<file path="config.mk">
export PLATFORM = sky130hd
export DESIGN_NAME = vlb_kill_join
export DESIGN_NICKNAME = d
export VERILOG_FILES = /design/src/rtl/vlb_kill_join.sv
export SDC_FILE = /design/constraint.sdc
export NUM_CORES = 1
export LEC_CHECK = 0
export ABC_AREA = 1
export CORE_AREA = 2 2 77 64
export CTS_BUF_LIST = sky130_fd_sc_hd__clkbuf_8
export DETAILED_ROUTE_END_ITERATION = 6
export DIE_AREA = 0 0 79 66
export PLACE_DENSITY = 0.86
export SLEW_MARGIN = 20
export SYNTH_ARGS = -nofsm -noshare
export SYNTH_HDL_FRONTEND = slang
export SYNTH_SLANG_ARGS = --single-unit
</file>
<file path="constraint.sdc">
create_clock -name clock -period 2.2 [get_ports clock]
set_clock_uncertainty 0.05 [all_clocks]
set_input_delay 0.66 -clock clock [delete_from_list [all_inputs] [get_ports clock]]
set_output_delay 0.66 -clock clock [all_outputs]
set_load 0.03 [all_outputs]
</file>
<file path="src/rtl/vlb_kill_join.sv">
// rtl/vlb_kill_join.sv - N-channel kill merge / TTW response demux join (optional barrier timeout: KILL_TMO_EN)
// Bit0 kills OR across channels; bit1 kills form a sticky all-channel barrier.
module vlb_kill_join #(
  parameter int N       = 2,
  parameter int IDXW    = 6,
  parameter int MPNW    = 52,
  parameter int ATTRW   = 4,
  parameter int TMO_CYC = 1024
) (
  input  logic                clock,
  input  logic                reset,
  input  logic [2*N-1:0]      ch_kill_i,
  input  logic [N-1:0]        ch_req_valid_i,
  input  logic [N*IDXW-1:0]   ch_req_idx_i,
  output logic [N-1:0]        ch_req_valid_q_o,
  output logic [N*IDXW-1:0]   ch_req_idx_q_o,
  output logic [2:0]          kill_o,
  input  logic                ttw_valid_i,
  input  logic [IDXW-1:0]     ttw_idx_i,
  input  logic                ttw_vld_i,
  input  logic                ttw_err_i,
  input  logic [MPNW-1:0]     ttw_mpn_i,
  input  logic [ATTRW-1:0]    ttw_attr_i,
  input  logic                busy_i,
  output logic [N-1:0]        ch_ttw_valid_o,
  output logic [N-1:0]        ch_busy_o,
  output logic [IDXW-1:0]     ttw_idx_o,
  output logic                ttw_vld_o,
  output logic                ttw_err_o,
  output logic [MPNW-1:0]     ttw_mpn_o,
  output logic [ATTRW-1:0]    ttw_attr_o,
  output logic [N-1:0]        pend_o,
  output logic                tmo_o
);

  localparam int SELW = $clog2(N);

  logic [SELW-1:0]   sel;
  logic [N-1:0]      kill_b0, kill_b1;
  logic [N-1:0]      pend_q, pend_d;
  logic [N-1:0]      req_valid_q;
  logic [N*IDXW-1:0] req_idx_q;
  logic              flush, barrier, tmo;

  assign sel = ttw_idx_i[IDXW-1 -: SELW];

  // Owner decode; a select value at or above N matches no channel.
  always_comb begin
    ch_ttw_valid_o = '0;
    ch_busy_o      = '0;
    for (int c = 0; c < N; c++) begin
      ch_ttw_valid_o[c] = ttw_valid_i & (sel == SELW'(c));
      ch_busy_o[c]      = busy_i & (sel == SELW'(c));
    end
  end

  assign ttw_idx_o  = ttw_idx_i;
  assign ttw_vld_o  = ttw_vld_i;
  assign ttw_err_o  = ttw_err_i;
  assign ttw_mpn_o  = ttw_mpn_i;
  assign ttw_attr_o = ttw_attr_i;

  always_comb begin
    kill_b0 = '0;
    kill_b1 = '0;
    for (int c = 0; c < N; c++) begin
      kill_b0[c] = ch_kill_i[2*c];
      kill_b1[c] = ch_kill_i[2*c+1];
    end
  end

  assign flush   = |kill_b0;
  assign barrier = (&(kill_b1 | pend_q)) | tmo;
  // A request arriving in the release cycle is consumed by that release.
  assign pend_d  = barrier ? '0 : (pend_q | kill_b1);

  always_ff @(posedge clock or negedge reset) begin
    if (!reset) begin
      pend_q      <= '0;
      req_valid_q <= '0;
      req_idx_q   <= '0;
    end else begin
      pend_q      <= pend_d;
      req_valid_q <= ch_req_valid_i;
      req_idx_q   <= ch_req_idx_i;
    end
  end

`ifdef KILL_TMO_EN
  localparam int CW = $clog2(TMO_CYC + 1);

  logic [CW-1:0] cnt_q, cnt_d;

  assign tmo   = (cnt_q == CW'(TMO_CYC));
  assign cnt_d = ((pend_q == '0) || barrier) ? '0 : cnt_q + 1'b1;

  always_ff @(posedge clock or negedge reset) begin
    if (!reset) begin
      cnt_q <= '0;
    end else begin
      cnt_q <= cnt_d;
    end
  end
`else
  assign tmo = 1'b0;
`endif

  assign kill_o           = {barrier, barrier, flush};
  assign pend_o           = pend_q;
  assign tmo_o            = tmo;
  assign ch_req_valid_q_o = req_valid_q;
  assign ch_req_idx_q_o   = req_idx_q;

endmodule
</file>
; ---- Yosys cells after proc, flatten, opt, wreduce, memory -nomap -nowiden
; Index checks and enable logic that the tools add are counted.
; W data, S select, Z words.
[totals]
n_memories = 0
register_bits = 16
romBits = 0
output_inout_bits = 88
wordCells = 12
latch_bits = 0
input_bits = 86
mem_bits_rw = 0
[classes]
n_eq_ne = 0
bitwise = 6
mul = 0
magnitude_cmp = 0
n_reduce_logical = 2
addsub = 0
shifts = 0
mux = 1
div = 0
[ops]
columns = op, count
row1 = $and A1 B1 Y1, 4
row2 = $mux W2, 1
row3 = $or A2 B2 Y2, 1
row4 = $reduce_and A2 Y1, 1
row5 = $reduce_or A2 Y1, 1
row6 = $not A1 Y1, 1

; ---- Depth between registers and ports, before layout
[depth]
depth_word = 3
ltp_mapped = 3
mapped_depth_nobuf = 3

; ---- Least setup slack after synthesis
; Ideal clock, no wire load.
[synth_path]
path_type = input to output
start = input port busy_i
end = output port ch_busy_o[0]
arrival_ns = 1.082
stages = 2
t_required_ns = 1.490
slack_ns = 0.408
path_buffers = 0
cell_sequence = inv_1 -> nor2_1
[synth_via]
elab_chain_cells = 1
[synth_lines]
columns = element, line_no
row1 = "start, declared", 24  ; input logic busy_i,
row2 = $and A1 B1 Y1, 53  ; ch_busy_o[c] = busy_i & (sel == SELW'(c));
row3 = "end, declared", 26  ; output logic [N-1:0] ch_busy_o,
; No other way between the ends.

; ---- Worst setup path after layout
[layout_path]
start = input port ch_kill_i[2]
end = output port kill_o[0]
[layout_via]
elab_chain_cells = 1
[layout_lines]
columns = element, line_no
row1 = "start, declared", 12  ; input logic [2*N-1:0] ch_kill_i,
row2 = $reduce_or A2 Y1, 72  ; assign flush = |kill_b0;
row3 = "end, declared", 17  ; output logic [2:0] kill_o,
; No other way between the ends.

==> results.py <==
metrics = {
    "timing": {
        "period_share_pct": 97.4,
        "fmaxAchievable_ghz": 0.467,
        "setup_ws_ns": 0.0577,
        "slew_viol_final": 0,
        "setup_tns_ns": 0,
        "rsz0062_at_grt": "no",
        "setup_viol": 0,
        "fin_crit_ns": 2.14,
        "hold_viol": 0,
    },
    "setup_path": {
        "arrival_ns": 1.43,
        "cpPeakStageDelay_ns": 0.39,
        "required_ns": 1.49,
        "worstSetupEndpointType": "primary output",
        "cp-start-kind": "input port",
        "crit_path_top_delay_cell": "clkdlybuf4s50_1",
        "r2r.worst_path.cells": 2,
        "crit_fanout": 1,
        "crit_chain": "clkdlybuf4s50_1 -> or2_1 -> buf_4",
        "worst-setup-path-type": "input port to primary output",
    },
    "yosys": {
        "ys_warn_count": 0,
        "syn-num-nets": 191,
        "synth_cells": 105,
        "ys_types": 7,
        "ys_seq_area_share_pct": 40.4,
        "synth_area_um2": 992,
        "avgSynthCellArea_um2": 9.45,
        "ys_ff_latch": 16,
    },
    "final_layout": {
        "drive_gt1_share_pct": 14.8,
        "mostFrequentLayoutCells": "clkdlybuf4s50_1, dfrtp_1, buf_4, inv_1, nor2_1",
        "num-fill-cells": 496,
        "synthToLayoutAreaGrowth_pct": 6.81,
        "final_area_um2": 1060,
        "insertedDiodeCount": 0,
        "layout_commonest_cell": "clkdlybuf4s50_1",
        "final_cells": 148,
        "nNetsFinal": 175,
    },
    "die": {
        "fp.dieW_um": 79,
        "coreArea_um2": 4460,
        "rows": 22,
        "die_area_um2": 5210,
        "initial_utilization_pct": 22.3,
        "io_pins": 174,
        "die_height_um": 66,
    },
    "pwr": {
        "vdd_drop_max_mv": 0.327,
        "powerDensity_nw_per_um2": 690,
        "p_leak_nw": 0.494,
        "power_w": 0.000731,
    },
    "placed_design": {
        "post_dp_cell_area_um2": 1000,
        "place_congestion": 0.586,
        "dpl_worst_slack_ns": -0.0600,
        "portBuffers": 46,
        "dp.cells": 144,
    },
    "global_routing": {
        "grt_pass1_vias": 508,
        "grt_overflow_total": 0,
        "grtUsageTotal_pct": 6.19,
        "grt_max_degree": 17,
        "grt_pass1_wl_um": 2480,
        "antenna_found_initial": 0,
    },
    "clock_tree": {
        "clk_pin_slew_ns": 0.06,
        "cts_sinks": 16,
        "cts_tree": "done",
        "clockBufferDepth": 2,
        "cts_max_level": 1,
        "clk_latency_ns": 0.24,
        "holdBufCountCts": 0,
        "cts_made_buffers": 3,
        "cts-root-buf": "clkbuf_8",
    },
    "detailed_routing": {
        "drtPass1Iterations": 4,
        "num_vias": 467,
        "drtIter0Drc": 4,
        "wl_per_cell_um": 11.4,
        "ant_nets": 0,
        "vias_per_cell": 3.16,
        "route.detailed.drc": 0,
        "wirelength_um": 1690,
    },
    "run": {
        "maxCapViolCount": 0,
    },
    "hold_path": {
        "hp-class": "register to register",
        "worstHoldPathCells": 3,
    },
    "run_status": {
        "outcome": "finished clean",
    },
}
## cell usage after synthesis (all sizes together)
| library cell | number | area share (%) |
|---|---|---|
| buf | 68 | 51 |
| dfrtp | 16 | 40 |
| or2 | 1 | 0.63 |
| nor2 | 7 | 2.6 |
| nand2 | 4 | 1.5 |
| conb | 1 | 0.38 |
| inv | 8 | 3.0 |
## worst max-delay path: cells and delay by family
family                 cells  cell delay [ns]
buffers and inverters      2             0.55
and+or+nand+nor            1             0.22
## kinds of logic after synthesis
logic type	count (synthesis)	share of synthesized area (%)
buffers and inverters	76	54.5
DFF	16	40.4
and+or+nand+nor	12	4.79
other	1	0.378
## flip-flops by register name, indices dropped and copies added (netlist names)
| signal | flops |
|---|---|
| pend_o | 2 |
| ch_req_valid_q_o | 2 |
| ch_req_idx_q_o | 12 |
## repair_timing
item	CTS	global route
gates resized for setup	2	1
setup buffers	0	0
pin swaps	1	0
endpoints found under the setup margin	2	3
## power breakdown
group	internal (W)	switching [W]	leakage (nW)	total (W)
registers	0.000310	0.00000540	0.189	0.000315
logic	0.0000756	0.0000842	0.276	0.000160
clock network	0.000158	0.0000976	0.0288	0.000256
## routing by layer
metal  up-vias  global-route usage, %  part of all wire [%]
met3        20                   4.92                    16
met2        33                   7.63                    45
met4         0                   6.47                   7.2
met1       211                   6.20                    33
li1        203                      -                     -
met5         -                      0                     0
## path summary, 6_finish.rpt
check                                     from                             to  slack (ns)
hold / removal             pend_o[0]$_DFF_PN0_            pend_o[1]$_DFF_PN0_        0.50
setup / recovery                  ch_kill_i[2]                      kill_o[0]        0.06
setup reg to reg           pend_o[1]$_DFF_PN0_            pend_o[1]$_DFF_PN0_        1.43
hold reg to reg            pend_o[0]$_DFF_PN0_            pend_o[1]$_DFF_PN0_        0.50
min in group asynchronous                reset   ch_req_idx_q_o[10]$_DFF_PN0_        0.68
max in group asynchronous                reset  ch_req_valid_q_o[1]$_DFF_PN0_        1.24
## through the flow
stage / util (%) / hold slack [ns]
CTS: 23.7 / 0.506
finish: 23.8 / 0.497
global route: 23.8 / 0.539
detailed placement: 22.5 / 0.487
global placement: 22.5 / 0.470
floorplan: - / 0.314
## cell type report
type	instances	area [um2]	share of cell area (%)
repair buffers	47	448	42.3
flip-flops and latches	16	400	37.8
well taps	60	75.1	7.08
clock buffers	4	55.1	5.19
multi-input cells	13	51.3	4.84
inverters	8	30.0	2.83
(Power assumes the default switching activity.)
